## src/rtl/riscv_ctrl_pkg.sv

```systemverilog
// Shared encodings for the multicycle RISC-V control path:
// FSM states, opcodes, immediate-format selects and ALU op codes.
package riscv_ctrl_pkg;

    typedef enum logic [2:0] {
        S_FETCH  = 3'd0,
        S_DECODE = 3'd1,
        S_EXEC   = 3'd2,
        S_MEM    = 3'd3,
        S_WB     = 3'd4,
        S_TRAP   = 3'd5
    } state_t;

    localparam logic [6:0] OPC_LOAD   = 7'b0000011;
    localparam logic [6:0] OPC_OPIMM  = 7'b0010011;
    localparam logic [6:0] OPC_STORE  = 7'b0100011;
    localparam logic [6:0] OPC_BRANCH = 7'b1100011;
    localparam logic [6:0] OPC_OP     = 7'b0110011;

    // Immediate formats, shared with immGen
    localparam logic [1:0] IMM_I = 2'b00;
    localparam logic [1:0] IMM_S = 2'b01;
    localparam logic [1:0] IMM_B = 2'b10;

    localparam logic [1:0] ALU_ADD   = 2'b00;
    localparam logic [1:0] ALU_CMP   = 2'b01;
    localparam logic [1:0] ALU_FUNCT = 2'b10;

    function automatic logic opc_supported(input logic [6:0] opc);
        return (opc == OPC_LOAD)   || (opc == OPC_OPIMM) ||
               (opc == OPC_STORE)  || (opc == OPC_BRANCH) ||
               (opc == OPC_OP);
    endfunction

    function automatic logic [1:0] imm_sel_of(input logic [6:0] opc);
        if (opc == OPC_STORE)
            return IMM_S;
        else if (opc == OPC_BRANCH)
            return IMM_B;
        else
            return IMM_I;
    endfunction

endpackage

```

## src/rtl/mem_wait_timer.sv

```systemverilog
// Counts consecutive memory-not-ready cycles and flags the cycle
// on which one more stall would exhaust the WAIT_MAX budget.
module mem_wait_timer #(
    parameter int WAIT_MAX = 15
) (
    input  logic clk,
    input  logic rst,
    input  logic clr,
    input  logic en,
    output logic expired
);

    localparam int CW = (WAIT_MAX < 2) ? 1 : $clog2(WAIT_MAX + 1);

    logic [CW-1:0] count;

    // Stall counter: clear wins over increment
    always_ff @(posedge clk or posedge rst) begin
        if (rst)
            count <= '0;
        else if (clr)
            count <= '0;
        else if (en)
            count <= count + 1'b1;
    end

    // This stall is the WAIT_MAX-th in a row; a ready in this
    // same cycle keeps en low, so completion beats the timeout.
    assign expired = en && (count == CW'(WAIT_MAX - 1));

endmodule

```

## src/rtl/multicycle_ctrl.sv

```systemverilog
// Multicycle RISC-V control FSM: FETCH/DECODE/EXEC/MEM/WB with a
// sticky TRAP on bad opcodes or memory that never becomes ready.
module multicycle_ctrl
    import riscv_ctrl_pkg::*;
#(
    parameter int WAIT_MAX = 15
) (
    input  logic        clk,
    input  logic        rst,
    input  logic [31:0] instr,
    input  logic        memReady,
    input  logic        brTaken,
    output logic [1:0]  immSel,
    output logic        irWrite,
    output logic        pcWrite,
    output logic        pcSrc,
    output logic        memReq,
    output logic        memWe,
    output logic        memAddrSel,
    output logic        regWrite,
    output logic        wbSel,
    output logic        aluSrcB,
    output logic [1:0]  aluOp,
    output logic        fault,
    output logic [2:0]  state
);

    state_t     cur;
    logic [6:0] opcode;
    logic       wait_st;
    logic       expired;
    logic       unused_instr;

    assign opcode       = instr[6:0];
    assign unused_instr = ^instr[31:7];
    assign state        = cur;
    assign immSel       = imm_sel_of(opcode);

    // Only FETCH and MEM wait on memory; leaving or completing clears
    assign wait_st = (cur == S_FETCH) || (cur == S_MEM);

    mem_wait_timer #(
        .WAIT_MAX (WAIT_MAX)
    ) u_timer (
        .clk     (clk),
        .rst     (rst),
        .clr     (!wait_st || memReady),
        .en      (wait_st && !memReady),
        .expired (expired)
    );

    // State sequencing and sticky fault
    always_ff @(posedge clk or posedge rst) begin
        if (rst) begin
            cur   <= S_FETCH;
            fault <= 1'b0;
        end else begin
            unique case (cur)
                S_FETCH: begin
                    if (memReady) begin
                        cur <= S_DECODE;
                    end else if (expired) begin
                        cur   <= S_TRAP;
                        fault <= 1'b1;
                    end
                end
                S_DECODE: begin
                    if (opc_supported(opcode)) begin
                        cur <= S_EXEC;
                    end else begin
                        cur   <= S_TRAP;
                        fault <= 1'b1;
                    end
                end
                S_EXEC: begin
                    case (opcode)
                        OPC_OP, OPC_OPIMM:   cur <= S_WB;
                        OPC_LOAD, OPC_STORE: cur <= S_MEM;
                        OPC_BRANCH:          cur <= S_FETCH;
                        default: begin
                            cur   <= S_TRAP;
                            fault <= 1'b1;
                        end
                    endcase
                end
                S_MEM: begin
                    if (memReady) begin
                        cur <= (opcode == OPC_LOAD) ? S_WB : S_FETCH;
                    end else if (expired) begin
                        cur   <= S_TRAP;
                        fault <= 1'b1;
                    end
                end
                S_WB: begin
                    cur <= S_FETCH;
                end
                S_TRAP: begin
                    cur <= S_TRAP;
                end
                default: begin
                    cur   <= S_TRAP;
                    fault <= 1'b1;
                end
            endcase
        end
    end

    // Datapath controls decoded from state; forced idle under reset
    always_comb begin
        irWrite    = 1'b0;
        pcWrite    = 1'b0;
        pcSrc      = 1'b0;
        memReq     = 1'b0;
        memWe      = 1'b0;
        memAddrSel = 1'b0;
        regWrite   = 1'b0;
        wbSel      = 1'b0;
        aluSrcB    = 1'b0;
        aluOp      = ALU_ADD;
        if (!rst) begin
            unique case (cur)
                S_FETCH: begin
                    memReq  = 1'b1;
                    irWrite = memReady;
                    pcWrite = memReady;
                end
                S_EXEC: begin
                    case (opcode)
                        OPC_OP: begin
                            aluOp = ALU_FUNCT;
                        end
                        OPC_OPIMM: begin
                            aluSrcB = 1'b1;
                            aluOp   = ALU_FUNCT;
                        end
                        OPC_LOAD, OPC_STORE: begin
                            aluSrcB = 1'b1;
                        end
                        OPC_BRANCH: begin
                            aluOp   = ALU_CMP;
                            pcWrite = brTaken;
                            pcSrc   = brTaken;
                        end
                        default: begin
                        end
                    endcase
                end
                S_MEM: begin
                    memReq     = 1'b1;
                    memAddrSel = 1'b1;
                    memWe      = (opcode == OPC_STORE);
                end
                S_WB: begin
                    regWrite = 1'b1;
                    wbSel    = (opcode == OPC_LOAD);
                end
                S_DECODE, S_TRAP: begin
                end
                default: begin
                end
            endcase
        end
    end

endmodule

```

## config.mk

```make
export PLATFORM = sky130hd
export DESIGN_NAME = multicycle_ctrl
export DESIGN_NICKNAME = d
export VERILOG_FILES = /design/src/rtl/riscv_ctrl_pkg.sv /design/src/rtl/mem_wait_timer.sv /design/src/rtl/multicycle_ctrl.sv
export SDC_FILE = /design/constraint.sdc
export NUM_CORES = 1
export LEC_CHECK = 0
export CAP_MARGIN = 10
export CORE_MARGIN = 1.5
export CORE_UTILIZATION = 32
export DETAILED_ROUTE_END_ITERATION = 12
export PLACE_DENSITY = 0.88
export SLEW_MARGIN = 20
export SYNTH_ARGS = -nofsm -noshare
export SYNTH_HDL_FRONTEND = slang
export SYNTH_SLANG_ARGS = --single-unit
```

## constraint.sdc

```tcl
create_clock -name clk -period 1.6 [get_ports clk]
set_clock_uncertainty 0.1 [all_clocks]
set_input_delay 0.16 -clock clk [delete_from_list [all_inputs] [get_ports clk]]
set_output_delay 0.16 -clock clk [all_outputs]
set_load 0.02 [all_outputs]
```

==> out/metrics.csv, run 1 <==
metric,value,unit
Post-Synth XOR/XNOR Area,2.71,%
final setup fails,15,
Clk pwr share,36.3,%
combinational power share,19.3,%
placed cells,158,
first-pass GRT wire length,4050,um
met3 Use GR,4.53,%
Yosys reg bits,8,
Hold Buf Count CTS,0,
Synth Area in Adders,3.88,%
Worst-Margin Slew,0.329,ns
power density cells,309,nW/um^2
IO Port Bufs,27,
post-synthesis instance area,646,um^2
Routed WL,2740,um
Setup WS post-layout,-0.163,ns
post-synthesis compound-gate area fraction,13.4,%
NumNets Final,184,
Hold WC Path Type,primary input to asynchronous set/reset pin,
"EDFF count, synth",0,
routed len/inst,15.9,um
sequential area share after synthesis,31.0,%
Worst VDD drop,0.000477,V
Netlist cell types,41,
yosys warns,0,
vias in the first global route,905,
Clock Root Buffer,clkbuf_4,
Area growth syn-to-layout,129,%
Post-Syn Instances,77,
crit end category,primary output,
GRT overflow,0,
sequential power share,44.4,%
"commonest non-fill, non-tap cell in the layout",buf_4,
Sw Share,24.7,%
GP Congestion,0.796,
placed standard-cell area,1200,um^2
Total Routing Usage GR,25.2,%
Die ar.,2300,um^2
headroom to the max-slew limit,78.0,%
largest family of logic cells by synthesized area,simple AND/OR/NAND/NOR gates,
Worst-path clk slew,0.07,ns
ys flop type,dfrtp_1,
leakage,0.650,nW
TritonCTS clock tree,done,
unrepaired setup endpoints after global routing,yes,
FP Rows,16,
Net Switching,113,uW
CP required,1.34,ns
"commonest cells after routing, fill and taps aside","buf_4 (29), buf_6 (21), dlygate4sd2_1 (9)",
post-synthesis async set-or-reset flop share,100,%
CP Max Fanout,6,
post-route ant nets,0,
Hold Slack,0.320,ns
Internal,344,uW
total iterations of the first detailed-routing run,4,
initial core utilization,33.6,%
violated checks,setup timing,
Remaining DRCs,0,
min Tclk post-route,1.76,ns
status,"finished, violations left",
final setup TNS,-1.46,ns
pin count of the biggest net entering global routing,9,
vias per cell,5.08,
"Clk Latency, worst-skew pair",0.26,ns
met2 usage,44.3,%
CTS Buf Count,3,
initial antenna violation count,0,
FMAX,0.567,GHz
"Slew Viols, Final",0,
maximum clock path buffer count,2,
# clock sinks,8,
via count,874,
# diodes,0,
mux cell area share after synthesis,0,%
final instance area,1480,um^2
Max Cap Viol,0,
syn avg cell area,8.38,um^2
CP Launch Type,flip-flop,
Post-Synth Simple-Gate Area,45.2,%
height of the die,47.9,um
CP Class,flip-flop to primary output,
initial DRC count,20,
Final period util,110,%
die width,47.9,um
Core Box Area,1920,um^2
share of cells above drive strength 1,62.8,%
Final Hold Viols,0,
most crowded layer after global routing,met2,
H-tree depth,1,
syn nets,115,
Detail Placement HPWL,1720,um
crit path DAT,1.50,ns
Layout Cells excl Fill,172,
met1 Track Usage GR,31.8,%
I/O pins,53,
==> sequential cells by signal, indices dropped and copies added, names as in the netlist <==
signal / flops
u_timer.count: 4
state: 3
fault: 1
==> worst max-delay path: stages (launching register included) <==
cell and delay, ns:
dfrtp_1 0.41, buf_6 0.15, nor2b_4 0.12, buf_6 0.12, and3_4 0.18, and2_4 0.14
buf_6 0.11
==> cell families after synthesis <==
logic type      Yosys count
buf+inv                   6
compound gates           13
flops                     8
xor+xnor                  2
simple gates             46
fa+ha+maj                 2
==> power groups by stage <==
stage / Clock (mW) / Sequential [mW] / Combinational (mW)
after floorplan: 0 / 0.206 / 0.0178
after global placement: 0 / 0.206 / 0.0761
after detailed placement: 0 / 0.206 / 0.0777
after CTS: 0.166 / 0.203 / 0.0798
after global routing: 0.191 / 0.202 / 0.0944
final: 0.166 / 0.203 / 0.0883
==> metal layers <==
metal,up-vias,part of all wire (%)
met1,426,40
met2,29,55
met3,2,3.6
met4,0,0.91
li1,417,-
met5,-,0
==> final cells by class <==
class	instances	area, um^2
multi-input cells	63	609
repair buffers	66	593
fillers	114	443
flip-flops and latches	8	201
well taps	27	33.8
clock buffers	4	26.3
inverters	4	15.0
==> cell usage after synthesis, drive strengths merged (2+ instances only) <==
| cell type | instances | share of area (%) |
|---|---|---|
| dfrtp | 8 | 31 |
| inv | 4 | 2.3 |
| a21oi | 2 | 2.1 |
| o21ai | 4 | 3.1 |
| nor3 | 4 | 3.9 |
| ha | 2 | 3.9 |
| a31oi | 2 | 1.9 |
| nor2b | 3 | 4.5 |
| nand3 | 4 | 3.1 |
| nand2 | 7 | 4.1 |
| and2 | 2 | 2.1 |
| nor4 | 3 | 2.9 |
| or4 | 2 | 2.9 |
| and3 | 2 | 2.1 |
| nand2b | 3 | 2.9 |
| nor2 | 9 | 5.6 |
==> path summary, 6_finish.rpt <==
kind,end,slack (ns),startpoint,depth (start not counted)
worst max register to register,state[2],-0.16,state[0],7
max in group asynchronous,u_timer.count[3],0.81,rst,3
worst min-delay path,state[2],0.32,rst,3
worst min register to register,fault,0.37,fault,1
worst max-delay path,pcSrc,-0.16,state[0],6
min in group clk,fault,0.37,fault,1
==> what timing repair did <==
item	in CTS	in global routing
endpoints found under the setup margin	21	18
pin swaps	13	10
endpoints found under the hold margin	0	0
setup buffers	8	2
resized for setup	91	39
==> through the flow <==
stage          worst slack [ns]  util (%)  power, mW
2_1_floorplan            -0.140         -      0.224
3_3_place_gp             -0.613      62.5      0.282
3_5_place_dp             -0.639      62.5      0.284
4_1_cts                  -0.123      68.6      0.448
5_1_grt                  -0.227      77.0      0.488
6_report                 -0.163      77.0      0.456
No activity file was read; power rests on OpenSTA's default activity.
==> run 2: changes to the inputs <==
Settings changed: CORE_UTILIZATION 32 to 34, PLACE_DENSITY 0.88 to 0.89, SYNTH_HIERARCHICAL set to 1.
==> out/metrics.csv, run 2 <==
metric,value,unit
"Power, Total",1.07,mW
total iterations of the first detailed-routing run,4,
headroom to the max-slew limit,76.6,%
Detail Placement HPWL,1670,um
H-tree depth,1,
syn avg cell area,8.50,um^2
initial DRC count,21,
"Slew Viols, Final",0,
CP required,1.69,ns
status,"finished, violations left",
FMAX,0.525,GHz
vias in the first global route,900,
initial antenna violation count,0,
CP Launch Type,flip-flop,
syn nets,124,
Netlist cell types,42,
placed standard-cell area,1210,um^2
TritonCTS clock tree,done,
Area growth syn-to-layout,92.0,%
worst r2r src,state[2],
Total Routing Usage GR,20.0,%
synth cell count leaders,"dfrtp_1 (8), a21oi_1 (6), nor2_1 (6)",
maximum clock path buffer count,2,
die width,49.4,um
Worst R2R Setup Slack,-0.31,ns
initial core utilization,36.5,%
"commonest cells after routing, fill and taps aside","buf_4 (36), buf_6 (9), dlygate4sd2_1 (7)",
max FFs per register,4,
leakage,0.644,nW
ys flop type,dfrtp_1,
"Clk Latency, worst-skew pair",0.27,ns
Worst-Margin Slew,0.351,ns
I/O pins,53,
fillers,155,
Core Box Area,2000,um^2
min Tclk post-route,1.91,ns
routed len/inst,13.6,um
Reg2Reg Depth,9,
final instance area,1400,um^2
Post-Syn Instances,86,
sequential area share after synthesis,27.4,%
IO Port Bufs,27,
CTS Buf Count,3,
Yosys reg bits,8,
Biggest register,u_timer/count,
"area leader, netlist",dfrtp_1,
GP Congestion,0.787,
Worst-path clk slew,0.06,ns
Layout Cells excl Fill,175,
Remaining DRCs,0,
Hold Slack,-0.0145,ns
CP Class,flip-flop to flip-flop,
top-count cell post-synth,dfrtp_1,
Synth area leaders,"dfrtp_1 (27%), a21oi_1 (4.1%), nand3b_1 (4.1%), and3_1 (3.4%), ha_1 (3.4%)",
vias per cell,5.29,
via count,925,
# diodes,0,
crit end category,flip-flop,
Final period util,119,%
Yosys top cell area share,27.4,%
Max Cap Viol,0,
R2R Path End,state[0],
first-pass GRT wire length,3710,um
# clock sinks,8,
violated checks,"hold timing, setup timing",
yosys warns,6,
Hold WC Path Type,primary input to asynchronous set/reset pin,
post-synthesis instance area,731,um^2
post-synthesis async set-or-reset flop share,100,%
CP Max Fanout,14,
placed cells,162,
height of the die,49.4,um
crit path DAT,1.99,ns
Clock Root Buffer,clkbuf_4,
post-route ant nets,0,
unrepaired setup endpoints after global routing,yes,
FP Rows,16,
"EDFF count, synth",0,
NumNets Final,187,
final setup fails,17,
GRT overflow,0,
power density cells,765,nW/um^2
pin count of the biggest net entering global routing,15,
Routed WL,2380,um
Die ar.,2440,um^2
Worst VDD drop,0.000488,V
Final Hold Viols,8,
share of cells above drive strength 1,54.1,%
Setup WS post-layout,-0.305,ns
"commonest non-fill, non-tap cell in the layout",buf_4,
run 2: worst max-delay path, cell delays in order (launching register included):
cell,delay (ns)
dfrtp_1,0.40
buf_6,0.17
or3_4,0.41
clkinv_4,0.05
and4_4,0.20
buf_4,0.12
nor2_4,0.03
nor3_2,0.13
nor2_1,0.06
a21oi_1,0.14
run 2: stage by stage:
step                      TNS (ns)  hold WS (ns)  util, %  setup WS [ns]
after floorplan              -2.21        -0.174        -         -0.407
after global placement       -6.81         0.367     60.7         -0.526
after detailed placement     -7.42         0.358     60.7         -0.607
after CTS                    -1.87         0.344     65.9         -0.226
after global routing         -3.91      -0.00155     70.1         -0.396
final                        -2.83       -0.0145     70.1         -0.305
run 2: kinds of logic (layout without fill, tap and decap cells):
| group | count (synthesis) | after routing | share of synthesized area, % |
|---|---|---|---|
| simple gates | 45 | 45 | 41.6 |
| buf+inv | 8 | 70 | 5.99 |
| flops | 8 | 8 | 27.4 |
| xor+xnor | 2 | 2 | 2.40 |
| mux | 1 | 1 | 2.05 |
| compound gates | 20 | 20 | 17.1 |
| fa+ha+maj | 2 | 2 | 3.42 |
run 2: power breakdown:
part / total [mW] / switching [mW] / internal, mW / leakage [nW]
logic: 0.629 / 0.318 / 0.311 / 0.532
registers: 0.262 / 0.0333 / 0.229 / 0.0971
clock network: 0.183 / 0.0864 / 0.0966 / 0.0150
run 2: cell type report:
class | count | area (um^2) | area share (%)
Inverter | 4 | 20.0 | 1.43
Tap cell | 27 | 33.8 | 2.41
Timing Repair Buffer | 62 | 515 | 36.8
Sequential cell | 8 | 203 | 14.5
Multi-Input combinational cell | 70 | 604 | 43.1
Clock buffer | 4 | 26.3 | 1.87
run 2: how the worst max path moves through the flow:
stage,start,to,slack (ns),cells after the start
2_1_floorplan,state[0],fault,-0.41,9
3_3_place_gp,instr[2],pcWrite,-0.53,6
3_5_place_dp,instr[3],pcWrite,-0.61,6
4_1_cts,state[0],fault,-0.23,8
5_1_grt,state[2],state[0],-0.40,9
6_report,state[2],state[0],-0.31,9
run 2: routing by layer:
| layer | GRT usage, % | part of all wire, % | up-vias |
|---|---|---|---|
| met5 | 0 | 0 | - |
| met4 | 11.9 | 2.4 | 0 |
| met3 | 3.37 | 3.1 | 7 |
| met2 | 37.8 | 55 | 29 |
| met1 | 20.0 | 39 | 450 |
| li1 | - | - | 439 |
run 2: what timing repair did:
action / CTS / global route
hold buffers: 0 / 0
endpoints found under the setup margin: 24 / 19
gates resized for setup: 83 / 25
pin swaps: 5 / 6
gates cloned: 0 / 0
setup buffers: 5 / 4
==> run 3: changes to the inputs <==
Settings changed: CAP_MARGIN 10 to not set.
==> results of run 3 <==
Final layout, timing and power as in run 2 (identical DEF).
